<file path="src/rtl/pwm_duty_sequencer.sv">
// Button/breathe controlled PWM sequencer with double-buffered duty and period-aligned updates.
// Define PWM_BREATHE_EN to add the BREATHE_UP/BREATHE_DOWN triangle ramp modes.
module pwm_duty_sequencer #(
    parameter int WIDTH        = 5,
    parameter int PRESCALE     = 11,
    parameter int RAMP_PERIODS = 4
) (
    input  logic             CLK,
    input  logic             RST_N,
    input  logic             btn_up,
    input  logic             btn_down,
    input  logic             btn_mode,
    output logic             pwm_out,
    output logic [WIDTH-1:0] duty,
    output logic             period_start,
    output logic [1:0]       mode
);

    typedef enum logic [1:0] {
        IDLE         = 2'd0,
        MANUAL       = 2'd1,
        BREATHE_UP   = 2'd2,
        BREATHE_DOWN = 2'd3
    } state_e;

    localparam logic [WIDTH-1:0] DUTY_MAX = '1;

    if (RAMP_PERIODS < 1) begin : g_ramp_chk
        $error("RAMP_PERIODS must be at least 1");
    end

    state_e                state_q, state_d;
    logic [2:0]            sync1_q, sync1_d, sync2_q, sync2_d, sync2d_q, sync2d_d;
    logic [PRESCALE-1:0]   presc_q, presc_d;
    logic [WIDTH-1:0]      cnt_q, cnt_d;
    logic [WIDTH-1:0]      shadow_q, shadow_d;
    logic [WIDTH-1:0]      duty_act_q, duty_act_d;
    logic                  pwm_q, pwm_d;
    logic [2:0]            press;
    logic                  up_p, down_p, mode_p;
    logic                  run, tick, wrap;

    // bit 0 up, bit 1 down, bit 2 mode
    always_comb begin
        sync1_d  = {btn_mode, btn_down, btn_up};
        sync2_d  = sync1_q;
        sync2d_d = sync2_q;
    end

    assign press  = sync2_q & ~sync2d_q;
    assign up_p   = press[0];
    assign down_p = press[1];
    assign mode_p = press[2];

    assign run  = (state_q != IDLE);
    assign tick = run && (presc_q == '1);
    assign wrap = tick && (cnt_q == '1);

`ifdef PWM_BREATHE_EN
    localparam int SW = (RAMP_PERIODS > 1) ? $clog2(RAMP_PERIODS) : 1;

    logic [SW-1:0] step_q, step_d;
    logic          ramp_step;

    assign ramp_step = wrap && (step_q == SW'(RAMP_PERIODS - 1));
`endif

    always_comb begin
        state_d  = state_q;
        shadow_d = shadow_q;
        case (state_q)
            IDLE: begin
                if (mode_p) state_d = MANUAL;
            end
            MANUAL: begin
                if (mode_p) begin
`ifdef PWM_BREATHE_EN
                    state_d = BREATHE_UP;
`else
                    state_d = IDLE;
`endif
                end else if (up_p && !down_p && shadow_q != DUTY_MAX) begin
                    shadow_d = shadow_q + 1'b1;
                end else if (down_p && !up_p && shadow_q != '0) begin
                    shadow_d = shadow_q - 1'b1;
                end
            end
`ifdef PWM_BREATHE_EN
            // entering a ramp already at the end just turns around without a step
            BREATHE_UP: begin
                if (mode_p) begin
                    state_d = IDLE;
                end else if (ramp_step) begin
                    if (shadow_q != DUTY_MAX) shadow_d = shadow_q + 1'b1;
                    if (shadow_d == DUTY_MAX) state_d = BREATHE_DOWN;
                end
            end
            BREATHE_DOWN: begin
                if (mode_p) begin
                    state_d = IDLE;
                end else if (ramp_step) begin
                    if (shadow_q != '0) shadow_d = shadow_q - 1'b1;
                    if (shadow_d == '0) state_d = BREATHE_UP;
                end
            end
`endif
            default: state_d = IDLE;
        endcase
    end

`ifdef PWM_BREATHE_EN
    always_comb begin
        step_d = step_q;
        if ((state_q == BREATHE_UP || state_q == BREATHE_DOWN) && wrap)
            step_d = ramp_step ? '0 : step_q + 1'b1;
        if (state_d != state_q) step_d = '0;
    end
`endif

    always_comb begin
        presc_d    = presc_q + 1'b1;
        cnt_d      = tick ? cnt_q + 1'b1 : cnt_q;
        duty_act_d = duty_act_q;
        pwm_d      = run && (cnt_q < duty_act_q);
        // the active duty only moves on a wrap or when counting (re)starts
        if (wrap || (state_q == IDLE && state_d != IDLE)) duty_act_d = shadow_q;
        if (state_d == IDLE) begin
            presc_d = '0;
            cnt_d   = '0;
            pwm_d   = 1'b0;
        end
    end

    always_ff @(posedge CLK) begin
        if (!RST_N) begin
            state_q    <= IDLE;
            sync1_q    <= '0;
            sync2_q    <= '0;
            sync2d_q   <= '0;
            presc_q    <= '0;
            cnt_q      <= '0;
            shadow_q   <= '0;
            duty_act_q <= '0;
            pwm_q      <= 1'b0;
        end else begin
            state_q    <= state_d;
            sync1_q    <= sync1_d;
            sync2_q    <= sync2_d;
            sync2d_q   <= sync2d_d;
            presc_q    <= presc_d;
            cnt_q      <= cnt_d;
            shadow_q   <= shadow_d;
            duty_act_q <= duty_act_d;
            pwm_q      <= pwm_d;
        end
    end

`ifdef PWM_BREATHE_EN
    always_ff @(posedge CLK) begin
        if (!RST_N) step_q <= '0;
        else        step_q <= step_d;
    end
`endif

    assign pwm_out      = pwm_q;
    assign duty         = shadow_q;
    assign period_start = wrap;
    assign mode         = state_q;

endmodule

</file>
<file path="config.mk">
export PLATFORM = sky130hd
export DESIGN_NAME = pwm_duty_sequencer
export DESIGN_NICKNAME = d
export VERILOG_FILES = /design/src/rtl/pwm_duty_sequencer.sv
export SDC_FILE = /design/constraint.sdc
export NUM_CORES = 1
export LEC_CHECK = 0
export CORE_ASPECT_RATIO = 1.5
export CORE_UTILIZATION = 45
export CTS_CLUSTER_DIAMETER = 40
export CTS_CLUSTER_SIZE = 25
export DETAILED_ROUTE_END_ITERATION = 12
export SYNTH_ARGS = -nofsm -noshare
export SYNTH_HDL_FRONTEND = slang
export SYNTH_SLANG_ARGS = --single-unit
</file>
<file path="constraint.sdc">
create_clock -name CLK -period 2.8 [get_ports CLK]
set_input_delay 0.7 -clock CLK [delete_from_list [all_inputs] [get_ports CLK]]
set_output_delay 0.7 -clock CLK [all_outputs]
set_load 0.01 [all_outputs]
</file>
==> metrics.sh <==
N_ANTENNA_CELL=0
WORST-PATH-MAX-FANOUT=4
STATUS='completed'
NUM_VIAS=1218
WORSTSETUPENDPOINTTYPE='primary output'
POST_SYNTHESIS_NET_COUNT=187
SLEW_VIOL_FINAL=0
SYNTH-SIMPLE-AREA-SHARE=0.221
GRT_MAX_DEGREE=25
GPL.FINAL_WEIGHTED_CONGESTION=0.702
ROW_COUNT=26
CTS_ROOT_BUFFER='clkbuf_8'
GRT_SETUP_UNREPAIRED='false'
FINAL.HOLD.WORST_SLACK_NS=0.437
YOSYS.CELL_TYPES.COUNT=33
TIMING.HOLD.WORST.CLASS='reg2reg'
FINAL_CLOCK_PERIOD_UTILIZATION_BY_THE_WORST_PATH=0.955
AREA_GROWTH_SYN_TO_LAYOUT_PCT=20.8
MAX-CAP-VIOLATIONS=0
CLK_TRANSITION_REPORTED_PATHS_NS=0.08
DRT_FIRST_ITER_VIOLATIONS=14
SYN-CELL-AREA_SQ_MM=0.00163
FINAL.SETUP.TNS_NS=0
ROUTED_WIRE_LENGTH_PER_INSTANCE_MICRONS=12.8
CORE-AREA_SQ_MM=0.00345
POWER.DENSITY_CELL_AREA_mW_PER_MM2=523
YOSYS.AREA_SHARE.ADDER=0.0889
SEQUENTIAL_CELL_AREA_SQ_UM=761
IR_DROP_mV=0.428
GRT.OVERFLOW.TOTAL=0
TIGHTESTPINTRANSITION_NS=0.527
POST-ROUTE-UTIL=0.572
FINALHOLDVIOLATIONS=0
DESIGN.DIE.AREA_SQ_MM=0.00388
DRT_DRC_VIOLATIONS_LEFT=0
MULTIINPUTGATEAREA_SQ_UM=861
TRITONCTS='built'
LAYOUT.NETS=208
FINAL_CRITICAL_PATH_SETUP_SLACK_NS=0.126
POST_SYNTH_MAIN_AREA_CONTRIBUTORS='dfxtp_1 (47%), ha_1 (7.7%), nor2_1 (4.6%)'
LARGEST_FAMILY_OF_LOGIC_CELLS_BY_SYNTHESIZED_AREA='simple AND/OR/NAND/NOR gates'
TRACK_USAGE=0.181
CLKLATENCYLATEPIN_NS=0.29
FINALNONFILLERCELLS=235
DP.FINAL_HPWL_MM=2.24
POSTSYNTHREGISTERBITS=38
YS.FLOP_TYPE='dfxtp_1'
FLOORPLAN.INITIALDENSITY=0.474
FLOORPLAN.DIE.WIDTH_MICRONS=51.2
GLOBAL_ROUTE.USAGE.MET2=0.329
DETAIL_ROUTE.WIRELENGTH_MM=3.00
RELSLEWSLACK=0.648
STATIC_LEAKAGE_nW=0.755
CTS_NUM_SINKS=38
VIAS_IN_THE_FIRST_GLOBAL_ROUTE=1169
FINALSETUPVIOLATIONS=0
CP.ARRIVAL_NS=1.97
MOST_FREQUENT_STANDARD_CELL_IN_THE_LAYOUT_EXCLUDING_FILL_AND_TAP_CELLS='dfxtp_1'
DESIGN.PORTCOUNT=14
CTS_SETUP_BUFFERS=0
CRITICAL_PATH_REQUIRED_NS=2.10
NUM-FILL-CELLS=319
AVGVIACOUNTPERCELL=5.18
CRIT_TYPE='reg2out'
CLOCK_TREE.HTREE_LEVEL_COUNT=2
SYNTH_EDF_COUNT=0
CTS.PATH.MAX_BUFFERS=2
AVGSYNTHCELLAREA_SQ_UM=9.55
DRTPASS1ITERATIONS=4
SYNTH.YOSYS.WARNINGS=0
TIMING.CLOCK.SKEW_NS=0.00635
HOLD_BUFFERS=0
ANTENNA_LEFT=0
ASYNC_FLOP_SHARE=0
SYNTH.AREA.MUX_SHARE=0.0215
CTS-BUFFERS-INSERTED=5
PORT-BUFFER-COUNT=13
START_KIND='flip-flop'
DIE-HEIGHT_MICRONS=75.8
SEQ_AREA_FRAC_SYNTH=0.466
MAX_CLOCK_FREQ_MHz=374
SYNTH_LARGEST_TYPE_AREA_FRACTION=0.466
SYNTH_CELLS=171
TIMING.HOLD.WORST_PATH_DEPTH=1
GRT_FIRST_PASS_WIRELENGTH_MM=5.15
FRACTION_OF_THE_MAPPED_NETLIST_AREA_IN_COMPOUND_GATES=0.0966
SYNTHXORXNORAREAFRAC=0.0805
PERIOD_MINUS_SLACK_NS=2.67
REG2REGPATHDEPTH=8
INITIAL_ANTENNA_VIOLATION_COUNT=0
LAYOUT.CELLS.MOST_COMMON_LIST='dfxtp_1 (38), nor2_1 (20), clkdlybuf4s50_1 (13), nand3_1 (12), and2_1 (10)'
GR-USAGE-MET1=0.197
POST-SYNTH-TOP-AREA-CELL='dfxtp_1'
GR-MAX-USAGE-LAYER='met2'
PLACED_INSTANCES=227
DRIVE_GT1_FRAC=0.109
MET3_USAGE=0.0419
DPL_WORST_SLACK_NS=0.252
[power by group]
part / total (mW) / switching (mW) / leakage, nW / internal, mW
logic: 0.0320 / 0.0157 / 0.389 / 0.0163
registers: 0.550 / 0.00357 / 0.308 / 0.547
clock network: 0.450 / 0.188 / 0.0579 / 0.262
[synth_stat cells (3+ instances only)]
cell type and n:
dfxtp_1 38, nor2_1 20, nand3_1 13, and2_1 10
ha_1 10, nand2_1 9, o21ai_0 9, xnor2_1 8
xor2_1 7, inv_1 6, a21o_1 4, clkbuf_1 4
a21oi_1 3, and3_1 3, nand2b_1 3, nand3b_1 3
nor3_1 3
[flip-flops by register name, summed over array words and instances, names as in the netlist]
| register | count |
|---|---|
| presc_q | 11 |
| cnt_q | 5 |
| duty | 5 |
| duty_act_q | 5 |
| sync1_q | 3 |
| sync2_q | 3 |
| sync2d_q | 3 |
| mode | 2 |
| pwm_out | 1 |
[area by class of cell]
class	count	share of cell area
Inverter	6	0.0114
Timing Repair Buffer	18	0.0850
Sequential cell	38	0.386
Tap cell	42	0.0266
Multi-Input combinational cell	123	0.436
Clock buffer	5	0.0349
Clock inverter	3	0.0203
[critical path: stages (launching register included)]
cell             delay (ns)
dfxtp_1                0.38
ha_2                   0.23
nand3_4                0.12
nor3_4                 0.22
o2111a_1               0.20
clkdlybuf4s50_1        0.53
[what timing repair did]
item	in CTS	in global routing
hold endpoints to repair	0	0
endpoints found under the setup margin	1	1
resized for setup	2	3
[path summary, 6_finish.rpt]
| kind | start | endpoint | slack [ns] |
|---|---|---|---|
| min | sync1_q[1]$_SDFF_PN0_ | sync2_q[1]$_SDFF_PN0_ | 0.44 |
| max reg2reg | sync2_q[0]$_SDFF_PN0_ | duty[4]$_SDFFE_PN0P_ | 0.28 |
| max | presc_q[0]$_SDFF_PP0_ | period_start | 0.13 |
| min reg2reg | sync1_q[1]$_SDFF_PN0_ | sync2_q[1]$_SDFF_PN0_ | 0.44 |
[logic make-up (layout without fill, tap and decap cells)]
logic type               after synthesis  count (layout)
XOR/XNOR                              15              15
multiplexers                           3               3
buffers and inverters                 10              32
adder cells (fa/ha/maj)               11              11
other                                  1               1
AND/OR/NAND/NOR                       69              69
AO/OA/AOI/OAI                         24              24
flip-flops                            38              38
[metrics by stage]
stage / cell area (sq um) / power (mW)
after CTS: 1960 / 1.04
after global placement: 1840 / 0.594
after global routing: 1970 / 1.07
after detailed placement: 1840 / 0.595
after floorplan: 1630 / 0.580
final: 1970 / 1.03
[per-layer routing]
| metal | vias to the layer above | wire [microns] |
|---|---|---|
| li1 | 631 | - |
| met1 | 568 | 1300 |
| met2 | 13 | 1580 |
| met3 | 6 | 58 |
| met4 | 0 | 60 |
| met5 | - | 0 |
(Power assumes the default switching activity.)
